File: src/rtl/led_ctrl.sv
// rtl/led_ctrl.sv - multi-channel LED controller (off/on/blink/activity), optional PWM stage under LED_CTRL_PWM_EN
module led_ctrl #(
  parameter int CLK_HZ        = 100000000,
  parameter int TICK_HZ       = 1000,
  parameter int CH            = 6,
  parameter int STRETCH_TICKS = 50
) (
  input  logic              clk,
  input  logic              rst,
  input  logic [2*CH-1:0]   mode_i,
  input  logic [16*CH-1:0]  half_period_i,
  input  logic [CH-1:0]     act_i,
  input  logic [7:0]        bright_i,
  output logic              tick_o,
  output logic [CH-1:0]     led_o
);

  localparam int DIV = CLK_HZ / TICK_HZ;
  localparam int PW  = (DIV > 1) ? $clog2(DIV) : 1;
  localparam int AW  = (STRETCH_TICKS > 1) ? $clog2(STRETCH_TICKS) : 1;

  localparam logic [PW-1:0] PRESC_LAST = PW'(DIV - 1);
  localparam logic [AW-1:0] ACT_LAST   = AW'(STRETCH_TICKS - 1);

  localparam logic [1:0] MODE_OFF   = 2'b00;
  localparam logic [1:0] MODE_ON    = 2'b01;
  localparam logic [1:0] MODE_BLINK = 2'b10;
  localparam logic [1:0] MODE_ACT   = 2'b11;

  typedef enum logic [1:0] {
    ACT_IDLE = 2'd0,
    ACT_ON   = 2'd1,
    ACT_GAP  = 2'd2
  } act_state_t;

  logic [PW-1:0] presc_q;
  logic          tick;
  logic [CH-1:0] raw;
  logic [CH-1:0] gate;

  assign tick   = (presc_q == PRESC_LAST);
  assign tick_o = tick;

  // Shared prescaler: counts 0..DIV-1, tick fires on the last count
  always_ff @(posedge clk) begin
    if (rst || tick) begin
      presc_q <= '0;
    end else begin
      presc_q <= presc_q + 1'b1;
    end
  end

  for (genvar n = 0; n < CH; n++) begin : g_ch
    logic [1:0]  mode;
    logic [15:0] hp;
    logic [15:0] hp_last;
    logic        act;
    logic [15:0] bcnt_q;
    logic        phase_q;
    act_state_t  state_q, state_d;
    logic [AW-1:0] acnt_q, acnt_d;
    logic        pend_q, pend_d;
    logic        act_raw;

    assign mode    = mode_i[2*n +: 2];
    assign hp      = half_period_i[16*n +: 16];
    // A half-period of 0 behaves like 1, so both compare against 0
    assign hp_last = (hp == 16'd0) ? 16'd0 : hp - 16'd1;
    assign act     = act_i[n];

    // Blink counter and phase; held at phase 1 outside blink so entry lights at once
    always_ff @(posedge clk) begin
      if (rst || mode != MODE_BLINK) begin
        bcnt_q  <= '0;
        phase_q <= 1'b1;
      end else if (tick) begin
        if (bcnt_q >= hp_last) begin
          phase_q <= ~phase_q;
          bcnt_q  <= '0;
        end else begin
          bcnt_q <= bcnt_q + 16'd1;
        end
      end
    end

    // Activity FSM state register; parked in IDLE unless the channel is in activity mode
    always_ff @(posedge clk) begin
      if (rst || mode != MODE_ACT) begin
        state_q <= ACT_IDLE;
        acnt_q  <= '0;
        pend_q  <= 1'b0;
      end else begin
        state_q <= state_d;
        acnt_q  <= acnt_d;
        pend_q  <= pend_d;
      end
    end

    // Activity FSM next state: stretched ON, then a GAP that may chain into another ON
    always_comb begin
      state_d = state_q;
      acnt_d  = acnt_q;
      pend_d  = pend_q;
      act_raw = 1'b0;
      case (state_q)
        ACT_IDLE: begin
          if (act) begin
            state_d = ACT_ON;
            acnt_d  = '0;
          end
        end
        ACT_ON: begin
          act_raw = 1'b1;
          if (tick) begin
            if (acnt_q == ACT_LAST) begin
              state_d = ACT_GAP;
              acnt_d  = '0;
            end else begin
              acnt_d = acnt_q + 1'b1;
            end
          end
        end
        ACT_GAP: begin
          if (act) begin
            pend_d = 1'b1;
          end
          if (tick) begin
            if (acnt_q == ACT_LAST) begin
              state_d = (pend_q || act) ? ACT_ON : ACT_IDLE;
              pend_d  = 1'b0;
              acnt_d  = '0;
            end else begin
              acnt_d = acnt_q + 1'b1;
            end
          end
        end
        default: begin
          state_d = ACT_IDLE;
          acnt_d  = '0;
          pend_d  = 1'b0;
        end
      endcase
    end

    assign raw[n] = (mode == MODE_OFF)   ? 1'b0 :
                    (mode == MODE_ON)    ? 1'b1 :
                    (mode == MODE_BLINK) ? phase_q :
                                           act_raw;
  end

`ifdef LED_CTRL_PWM_EN
  logic [7:0] pwm_q;

  // Free-running PWM ramp compared against the global brightness
  always_ff @(posedge clk) begin
    if (rst) begin
      pwm_q <= '0;
    end else begin
      pwm_q <= pwm_q + 8'd1;
    end
  end

  assign gate = {CH{pwm_q < bright_i}};
`else
  logic unused_bright;
  assign unused_bright = ^bright_i;
  assign gate = '1;
`endif

  // Registered LED drive
  always_ff @(posedge clk) begin
    if (rst) begin
      led_o <= '0;
    end else begin
      led_o <= raw & gate;
    end
  end

endmodule

File: config.mk
export PLATFORM = sky130hd
export DESIGN_NAME = led_ctrl
export DESIGN_NICKNAME = d
export VERILOG_FILES = /design/src/rtl/led_ctrl.sv
export SDC_FILE = /design/constraint.sdc
export NUM_CORES = 1
export LEC_CHECK = 0
export BUFFER_PORTS_ARGS = -buffer_cell sky130_fd_sc_hd__clkbuf_2
export CAP_MARGIN = 10
export CORE_MARGIN = 4
export CORE_UTILIZATION = 60
export CTS_CLUSTER_DIAMETER = 50
export DETAILED_ROUTE_END_ITERATION = 10
export GPL_TIMING_DRIVEN = 0
export PLACE_DENSITY = 0.83
export SLEW_MARGIN = 5
export SYNTH_ARGS = -nofsm -noshare
export SYNTH_HDL_FRONTEND = slang
export SYNTH_SLANG_ARGS = --single-unit
File: constraint.sdc
create_clock -name clk -period 5.5 [get_ports clk]
set_clock_uncertainty 0.15 [all_clocks]
set_input_delay 1.1 -clock clk [delete_from_list [all_inputs] [get_ports clk]]
set_output_delay 1.1 -clock clk [all_outputs]
set_load 0.02 [all_outputs]
==> results.sh, run 1 <==
export IMPL_area_delta_synth_final_pct=11.9
export IMPL_vias=12438
export IMPL_drive_gt1_frac=0.0979
export IMPL_cpMaxStageDelayCell="nor4_1"
export IMPL_cp_arrival_ps=5100
export IMPL_dr_pass1_iters=6
export IMPL_syn_area_um2=13100
export IMPL_ir_drop_v=0.000211
export IMPL_final_common_cell="nor2_1"
export IMPL_grt_ovfl_total=0
export IMPL_max_clock_freq_ghz=0.203
export IMPL_hpwl_um=24600
export IMPL_nets=2081
export IMPL_leakagePower_nw=5.90
export IMPL_die_height_um=156
export IMPL_seq_area_um2=3580
export IMPL_cts_setup_buffers=0
export IMPL_slew_viol_final=0
export IMPL_clock_root_buffer="clkbuf_16"
export IMPL_coreArea_um2=21200
export IMPL_cts_sink_count=179
export IMPL_async_flop_share=0
export IMPL_post_route_period_util=0.896
export IMPL_crit_buf_inv=2
export IMPL_diodes=0
export IMPL_worst_slew_pin_slew_ps=1110
export IMPL_die_area_um2=24200
export IMPL_clk_latency_ps=440
export IMPL_antenna_found_initial=0
export IMPL_cpPeakStageDelay_ps=660
export IMPL_crit_top_cell="nor4_1"
export IMPL_path_class="in -> reg"
export IMPL_synth_flop_cell="dfxtp_1"
export IMPL_drtIter0Drc=998
export IMPL_syn_area_per_cell_um2=7.85
export IMPL_io_buffers=122
export IMPL_post_route_min_period_ps=4930
export IMPL_outcome="complete, no violations"
export IMPL_yosys_area_top_type="dfxtp_1"
export IMPL_cts_resized_gates=0
export IMPL_yosysUniqueCellTypes=50
export IMPL_timing_hold_ws_ps=308
export IMPL_synth_nets=1940
export IMPL_path_cells="clkbuf_2 > nor4_1 > nor4bb_1 > nand2_1 > nor3b_1 > a21oi_1 > ha_1 > nand4_1 > nor4_1 > a211oi_1 > a22oi_1 > buf_2 > nor2_1"
export IMPL_grt_usage=0.268
export IMPL_wl_per_cell_um=15.5
export IMPL_hold_viol_final=0
export IMPL_setup_viol=0
export IMPL_most_common_layout_cells="nor2_1 (210), nand2_1 (198), dfxtp_1 (179)"
export IMPL_totalWireLength_um=32500
export IMPL_initial_core_util=0.616
export IMPL_multi_input_area_um2=9050
export IMPL_drc_errors=0
export IMPL_cts_tree="yes"
export IMPL_cts_buffers=17
export IMPL_path_max_fanout=10
export IMPL_ys_ff_latch=179
export IMPL_netlist_instances=1665
export IMPL_relSlewSlack=0.255
export IMPL_grt_pass1_wl_um=54800
export IMPL_cts_buffer_depth=2
export IMPL_place_gp_congestion=0.905
export IMPL_grt_pass1_vias=12018
export IMPL_yosysSeqAreaShare=0.274
export IMPL_rsz0062_at_grt="no"
export IMPL_powerDensity_nw_per_um2=197
export IMPL_pin_count=131
export IMPL_critPathRequiredTime_ps=5670
export IMPL_cp_start_kind="primary input"
export IMPL_cap_violations=0
export IMPL_ctsHoldBuffers=0
export IMPL_crit_family="simple AND/OR/NAND/NOR gates"
export IMPL_die_w_um=156
export IMPL_hold_class="reg -> reg"
export IMPL_h_tree_depth=4
export IMPL_grt_max_degree=17
export IMPL_vias_per_cell=5.94
export IMPL_rows=53
export IMPL_fill_cells=1747
export IMPL_tns_ps=0
export IMPL_synthTopCellsByArea="dfxtp_1 (27%), ha_1 (14%), xnor2_1 (6.9%)"
export IMPL_synth_top_cell_area_share=0.274
export IMPL_ant_nets=0
export IMPL_clk_pin_slew_ps=70
export IMPL_yosysWarnings=0
export IMPL_synth_edf_count=0
export IMPL_critPathCaptureType="register"
[power breakdown]
part	total (mW)	leakage [nW]	switching [mW]	internal (mW)
registers	1.31	1.44	0.00611	1.30
logic	0.305	4.18	0.184	0.122
clock network	1.26	0.283	0.511	0.751
[state kept, by name (all words and copies together), names as in the netlist]
| name | flops |
|---|---|
| g_ch.state_q | 12 |
| g_ch.pend_q | 6 |
| presc_q | 17 |
| led_o | 6 |
| g_ch.acnt_q | 36 |
| g_ch.bcnt_q | 96 |
| g_ch.phase_q | 6 |
[layout make-up]
class | count | area share
clock inverter | 8 | 0.00855
buffer | 41 | 0.0128
timing repair buffer | 122 | 0.0417
sequential | 179 | 0.245
tap | 275 | 0.0235
multi-input combinational | 1379 | 0.619
clock buffer | 24 | 0.0329
inverter | 66 | 0.0169
[stage by stage]
stage | utilization | worst slack (ps) | power, mW | instances | cell area [um^2]
finish | 0.689 | 572 | 2.88 | 2094 | 14600
global route | 0.689 | 273 | 2.99 | 2094 | 14600
CTS | 0.689 | 625 | 2.88 | 2094 | 14600
detailed placement | 0.661 | 195 | 1.64 | 2062 | 14000
global placement | 0.661 | 297 | 1.63 | 2062 | 14000
floorplan | - | 1070 | 1.52 | 1665 | 13100
[cells in the mapped netlist (11+ instances only)]
master and number:
and4_1 21, clkbuf_1 21, and3_1 20, a2111oi_0 11
buf_2 15, xor2_1 100, nor2_1 210, a211oi_1 16
xnor2_1 103, dfxtp_1 179, and2_1 24, a22oi_1 12
or3_1 18, ha_1 151, inv_1 66, nand2b_1 16
nand2_1 198, nor3b_1 18, nand3_1 50, a21oi_1 93
nand4_1 72, o21ai_0 56, nor3_1 60, nor4_1 33
[cell families (layout without fill, tap and decap cells)]
logic type	count (synthesis)	in the layout	synth area share
fa+ha+maj	151	151	0.145
flops	179	179	0.274
mux	1	1	0.000766
buf+inv	107	261	0.0333
xor+xnor	203	203	0.136
simple gates	784	784	0.300
compound gates	240	240	0.111
[routing by layer]
layer / vias up / part of all wire / track usage
li1: 6204 / - / -
met1: 5807 / 0.44 / 0.351
met2: 360 / 0.47 / 0.448
met3: 67 / 0.064 / 0.0488
met4: 0 / 0.026 / 0.0921
met5: - / 0 / 0
[path summary, 6_finish.rpt]
path	startpoint	to	slack [ps]	depth (start not counted)
hold / removal	presc_q[0]$_SDFF_PP0_	presc_q[0]$_SDFF_PP0_	310	1
setup reg to reg	presc_q[5]$_SDFF_PP0_	g_ch[1].bcnt_q[1]$_SDFFE_PP0P_	1970	6
hold reg to reg	presc_q[0]$_SDFF_PP0_	presc_q[0]$_SDFF_PP0_	310	1
setup / recovery	half_period_i[21]	g_ch[1].bcnt_q[5]$_SDFFE_PP0P_	570	13
[worst reg2reg max path, stage by stage, from the launching register on]
cell      delay (ps)
dfxtp_1          390
or4b_4           560
nor4_2           910
clkbuf_1         680
buf_1            500
nand2_1          120
a21oi_1          160
Note: power is estimated with default switching activity, not from simulation.
==> run 2, diff against run 1 <==
--- a/config.mk
+++ b/config.mk
@@ -7,6 +7,7 @@
 export LEC_CHECK = 0
 export BUFFER_PORTS_ARGS = -buffer_cell sky130_fd_sc_hd__clkbuf_2
 export CAP_MARGIN = 10
+export CORE_ASPECT_RATIO = 0.5
 export CORE_MARGIN = 4
 export CORE_UTILIZATION = 60
 export CTS_CLUSTER_DIAMETER = 50
==> run 2 against run 1 <==
Effect of this change: worst hold slack gained 7.4 ps; critical path type unchanged; cell area grew 0.38%; wire length shrank 0.60%; critical endpoint is now g_ch[1].bcnt_q[12]$_SDFFE_PP0P_; critical path depth is the same; largest cell class unchanged; utilization grew 1.1 points; non-clock buffer count is the same; cell count grew 0.81%; combinational power is essentially flat; total power grew 2.7%.
==> results.sh, run 2 (synthesis gave the netlist of run 1 again) <==
export IMPL_tns_ps=0
export IMPL_cts_buffer_depth=2
export IMPL_hold_depth=1
export IMPL_crit_buf_inv=2
export IMPL_hold_class="reg -> reg"
export IMPL_drc_errors=0
export IMPL_comb_power_share=0.102
export IMPL_path_max_fanout=10
export IMPL_rows=37
export IMPL_cp_arrival_ps=4910
export IMPL_setup_viol=0
export IMPL_hold_viol_final=0
export IMPL_top_layer_used="met4"
export IMPL_initial_core_util=0.623
export IMPL_wl_met3_um=1580
export IMPL_cts_resized_gates=0
export IMPL_grt_usage=0.260
export IMPL_clockPowerShare=0.454
export IMPL_die_height_um=112
export IMPL_pin_count=131
export IMPL_ctsHoldBuffers=0
export IMPL_leakagePower_nw=5.94
export IMPL_clk_pin_slew_ps=70
export IMPL_crit_top_cell="nor4_1"
export IMPL_rrSetupSlack_ps=2100
export IMPL_reg_top3="g_ch.bcnt_q (96), g_ch.acnt_q (36), presc_q (17)"
export IMPL_relSlewSlack=0.416
export IMPL_swShare=0.252
export IMPL_place_gp_congestion=0.885
export IMPL_cpPeakStageDelay_ps=650
export IMPL_slew_viol_final=0
export IMPL_vias_per_cell=5.80
export IMPL_critPathRequiredTime_ps=5680
export IMPL_crit_family="simple AND/OR/NAND/NOR gates"
export IMPL_cp_start_kind="primary input"
export IMPL_cpMaxStageDelayCell="nor4bb_1"
export IMPL_dr_pass1_iters=5
export IMPL_ff2ff_path_depth=6
export IMPL_critPathCaptureType="register"
export IMPL_outcome="complete, no violations"
export IMPL_worst_slew_pin_slew_ps=869
export IMPL_regMostFlops="g_ch.bcnt_q"
export IMPL_diodes=0
export IMPL_met2_length_um=14900
export IMPL_cts_setup_buffers=0
export IMPL_ir_drop_v=0.000196
export IMPL_powerDensity_nw_per_um2=201
export IMPL_rsz0062_at_grt="no"
export IMPL_die_area_um2=24400
export IMPL_ant_nets=0
export IMPL_path_cells="clkbuf_2 > nor4_1 > nor4bb_1 > nand2_1 > nor3b_1 > a21oi_1 > ha_1 > nand4_1 > nor4_1 > a211oi_1 > a22oi_1 > buf_2 > nor2_1"
export IMPL_post_route_min_period_ps=4730
export IMPL_io_buffers=122
export IMPL_max_clock_freq_ghz=0.211
export IMPL_most_common_layout_cells="nor2_1 (210), nand2_1 (198), dfxtp_1 (179)"
export IMPL_cts_buffers=17
export IMPL_hpwl_um=24500
export IMPL_largest_register_ffs=96
export IMPL_vias=12254
export IMPL_wl_met1_um=15100
export IMPL_clk_latency_ps=450
export IMPL_grt_ovfl_total=0
export IMPL_drtIter0Drc=826
export IMPL_h_tree_depth=4
export IMPL_wl_per_cell_um=15.3
export IMPL_nets=2081
export IMPL_final_util=0.700
export IMPL_antenna_found_initial=1
export IMPL_cap_violations=0
export IMPL_cts_sink_count=179
export IMPL_grt_pass1_vias=11498
export IMPL_drive_gt1_frac=0.0995
export IMPL_fin_total_pwr_mw=2.95
export IMPL_path_class="in -> reg"
export IMPL_clock_root_buffer="clkbuf_16"
export IMPL_grt_pass1_wl_um=53200
export IMPL_final_common_cell="nor2_1"
export IMPL_post_route_period_util=0.860
export IMPL_coreArea_um2=21000
export IMPL_crit_cells=13
export IMPL_die_w_um=217
export IMPL_cts_tree="yes"
export IMPL_p_sw_mw=0.745
export IMPL_power_internal_mw=2.21
export IMPL_area_delta_synth_final_pct=12.4
export IMPL_grt_max_degree=17
export IMPL_power_frac_seq=0.443
export IMPL_totalWireLength_um=32300
==> run 2: cell count changes in the layout (fill, tap and decap cells not counted) <==
cell,previous run,this run
clkinvlp_4,4,0
clkinv_4,0,4
inv_8,0,1
inv_6,0,3
clkbuf_1,25,22
bufinv_16,3,4
clkbuf_8,3,1
==> run 2: power groups by stage <==
stage          combinational, mW  clock (mW)  sequential [mW]
3_3_place_gp               0.292           0             1.34
4_1_cts                    0.302        1.35             1.31
5_1_grt                    0.344        1.40             1.31
2_1_floorplan              0.176           0             1.34
6_report                   0.303        1.34             1.31
3_5_place_dp               0.298           0             1.34
==> run 2: metal layers <==
layer	vias to the layer above	track usage
met4	0	0.0797
met5	-	0
met3	56	0.0400
li1	6186	-
met2	290	0.438
met1	5722	0.346
==> run 2: final cells by class <==
| type | count | area, um^2 |
|---|---|---|
| inverters | 66 | 248 |
| flip-flops and latches | 179 | 3580 |
| clock inverters | 13 | 198 |
| fillers | 1711 | 6290 |
| multi-input cells | 1379 | 9050 |
| plain buffers | 41 | 188 |
| repair buffers | 122 | 611 |
| clock buffers | 19 | 443 |
| well taps | 292 | 365 |
==> run 2: final timing paths <==
kind,to,start
worst max-delay path,g_ch[1].bcnt_q[12]$_SDFFE_PP0P_,half_period_i[21]
worst min-delay path,presc_q[0]$_SDFF_PP0_,presc_q[0]$_SDFF_PP0_
worst max register to register,g_ch[3].phase_q$_SDFFE_PP1P_,presc_q[12]$_SDFF_PP0_
worst min register to register,presc_q[0]$_SDFF_PP0_,presc_q[0]$_SDFF_PP0_
==> run 2: metrics by stage <==
stage / hold WS [ps] / cell area [um^2] / setup slack (ps) / instances
2_1_floorplan: 276 / 13100 / 1070 / 1665
3_3_place_gp: 290 / 14000 / 359 / 2079
3_5_place_dp: 302 / 14000 / 324 / 2079
4_1_cts: 318 / 14700 / 754 / 2111
5_1_grt: 338 / 14700 / 325 / 2111
6_report: 316 / 14700 / 770 / 2111
==> run 3, diff against run 2 <==
--- a/config.mk
+++ b/config.mk
@@ -14,6 +14,7 @@
 export DETAILED_ROUTE_END_ITERATION = 10
 export GPL_TIMING_DRIVEN = 0
 export PLACE_DENSITY = 0.83
+export REMOVE_ABC_BUFFERS = 1
 export SLEW_MARGIN = 5
 export SYNTH_ARGS = -nofsm -noshare
 export SYNTH_HDL_FRONTEND = slang
==> run 3 against run 2 <==
Effect of this change: worst hold slack better by 5.0 ps; sequential share of layout area up 0.27 points; clock power down 11%; cell count down 1.6%; non-clock buffer count down 34; cell area down 1.1%; die area unchanged.
==> results.sh, run 3 (synthesis gave the netlist of run 1 again) <==
export IMPL_outcome="complete, no violations"
export IMPL_largest_register_ffs=96
export IMPL_area_delta_synth_final_pct=11.1
export IMPL_cpMaxStageDelayCell="a22oi_1"
export IMPL_place_gp_congestion=0.855
export IMPL_wl_per_cell_um=14.2
export IMPL_dr_pass1_iters=5
export IMPL_cp_start_kind="primary input"
export IMPL_worst_slew_pin_slew_ps=1270
export IMPL_grt_pass1_vias=11934
export IMPL_h_tree_depth=4
export IMPL_final_common_cell="nor2_1"
export IMPL_stdcell_count=2077
export IMPL_post_route_min_period_ps=4880
export IMPL_path_max_fanout=16
export IMPL_clk_latency_ps=440
export IMPL_most_common_layout_cells="nor2_1 (210), nand2_1 (198), dfxtp_1 (179)"
export IMPL_die_height_um=112
export IMPL_setup_viol=0
export IMPL_antenna_found_initial=0
export IMPL_hpwl_um=22500
export IMPL_nets=2047
export IMPL_die_w_um=217
export IMPL_reg_top3="g_ch.bcnt_q (96), g_ch.acnt_q (36), presc_q (17)"
export IMPL_path_cells="clkbuf_2 > nor4_1 > nor4bb_1 > nand2_1 > xnor2_1 > nand2_1 > ha_1 > nand4_1 > nor4_1 > a211oi_1 > a22oi_1 > nor2_1"
export IMPL_slew_viol_final=0
export IMPL_crit_buf_inv=1
export IMPL_critPathRequiredTime_ps=5620
export IMPL_hold_viol_final=0
export IMPL_rsz0062_at_grt="no"
export IMPL_regMostFlops="g_ch.bcnt_q"
export IMPL_clk_pin_slew_ps=70
export IMPL_drc_errors=0
export IMPL_ant_nets=0
export IMPL_ir_drop_v=0.000148
export IMPL_hold_class="reg -> reg"
export IMPL_io_buffers=122
export IMPL_tns_ps=0
export IMPL_critPathCaptureType="register"
export IMPL_diodes=0
export IMPL_swShare=0.264
export IMPL_path_class="in -> reg"
export IMPL_max_clock_freq_ghz=0.205
export IMPL_clock_root_buffer="clkbuf_16"
export IMPL_cts_buffers=17
export IMPL_p_sw_mw=0.740
export IMPL_power_internal_mw=2.06
export IMPL_vias=12103
export IMPL_power_frac_seq=0.467
export IMPL_clockPowerShare=0.426
export IMPL_place_inst=2043
export IMPL_relSlewSlack=0.153
export IMPL_totalWireLength_um=29500
export IMPL_cts_tree="yes"
export IMPL_cap_violations=0
export IMPL_grt_ovfl_total=0
export IMPL_leakagePower_nw=5.84
export IMPL_vias_per_cell=5.83
export IMPL_coreArea_um2=21000
export IMPL_comb_power_share=0.107
export IMPL_crit_family="simple AND/OR/NAND/NOR gates"
export IMPL_cts_sink_count=179
export IMPL_grt_pass1_wl_um=51100
export IMPL_pin_count=131
export IMPL_drtIter0Drc=767
export IMPL_grt_usage=0.239
export IMPL_grt_max_degree=94
export IMPL_cp_arrival_ps=5000
export IMPL_rows=37
export IMPL_drive_gt1_frac=0.0975
export IMPL_cts_buffer_depth=2
export IMPL_powerDensity_nw_per_um2=193
export IMPL_fill_cells=1709
export IMPL_ctsHoldBuffers=0
export IMPL_cpPeakStageDelay_ps=970
export IMPL_initial_core_util=0.623
export IMPL_post_route_period_util=0.887
export IMPL_die_area_um2=24400
==> run 3: power by group through the flow <==
stage	clock network, mW	registers [mW]	logic (mW)
floorplan	0	1.34	0.171
detailed placement	0	1.34	0.294
CTS	1.21	1.31	0.296
global route	1.27	1.31	0.339
finish	1.19	1.31	0.299
global placement	0	1.34	0.278
==> run 3: final timing paths <==
check	from	endpoint	slack, ps	depth (start not counted)
max	half_period_i[3]	g_ch[0].bcnt_q[12]$_SDFFE_PP0P_	620	12
min	presc_q[0]$_SDFF_PP0_	presc_q[0]$_SDFF_PP0_	320	1
max reg2reg	presc_q[12]$_SDFF_PP0_	g_ch[5].bcnt_q[6]$_SDFFE_PP0P_	1950	4
min reg2reg	presc_q[0]$_SDFF_PP0_	presc_q[0]$_SDFF_PP0_	320	1
==> run 3: final cells by class <==
| cell class | instances | area (um^2) | share of cell area |
|---|---|---|---|
| clock buffer | 17 | 425 | 0.0293 |
| clock inverter | 15 | 151 | 0.0104 |
| timing repair buffer | 129 | 682 | 0.0470 |
| tap | 292 | 365 | 0.0252 |
| inverter | 66 | 248 | 0.0171 |
| multi-input combinational | 1379 | 9070 | 0.624 |
| sequential | 179 | 3580 | 0.247 |
==> run 3: repair_timing <==
| item | in CTS | in global routing |
|---|---|---|
| setup endpoints to repair | 0 | 18 |
| gates resized for setup | 0 | 2 |
| hold endpoints to repair | 0 | 0 |
| buffers inserted | 0 | 0 |
==> run 3: worst reg2reg max path, cell delays in order (launching register included) <==
cell	delay (ps)
dfxtp_1	340
or4_4	570
or4_4	970
a22oi_1	1230
nor2_1	130
==> run 3: layer usage <==
metal / wire length (um) / vias up / track usage / share of wire
met3: 1060 / 38 / 0.0406 / 0.036
li1: - / 6112 / - / -
met5: 0 / - / 0 / 0
met4: 350 / 0 / 0.0690 / 0.012
met2: 14700 / 221 / 0.436 / 0.50
met1: 13400 / 5732 / 0.291 / 0.45
==> run 3: through the flow <==
stage	setup slack (ps)	power (mW)	instance area, um^2	utilization	hold slack (ps)
2_1_floorplan	-92.6	1.51	12900	-	276
3_3_place_gp	-2360	1.62	13900	0.661	292
3_5_place_dp	-28.2	1.63	13900	0.664	309
4_1_cts	416	2.82	14500	0.691	323
5_1_grt	133	2.92	14500	0.693	361
6_report	620	2.80	14500	0.693	321
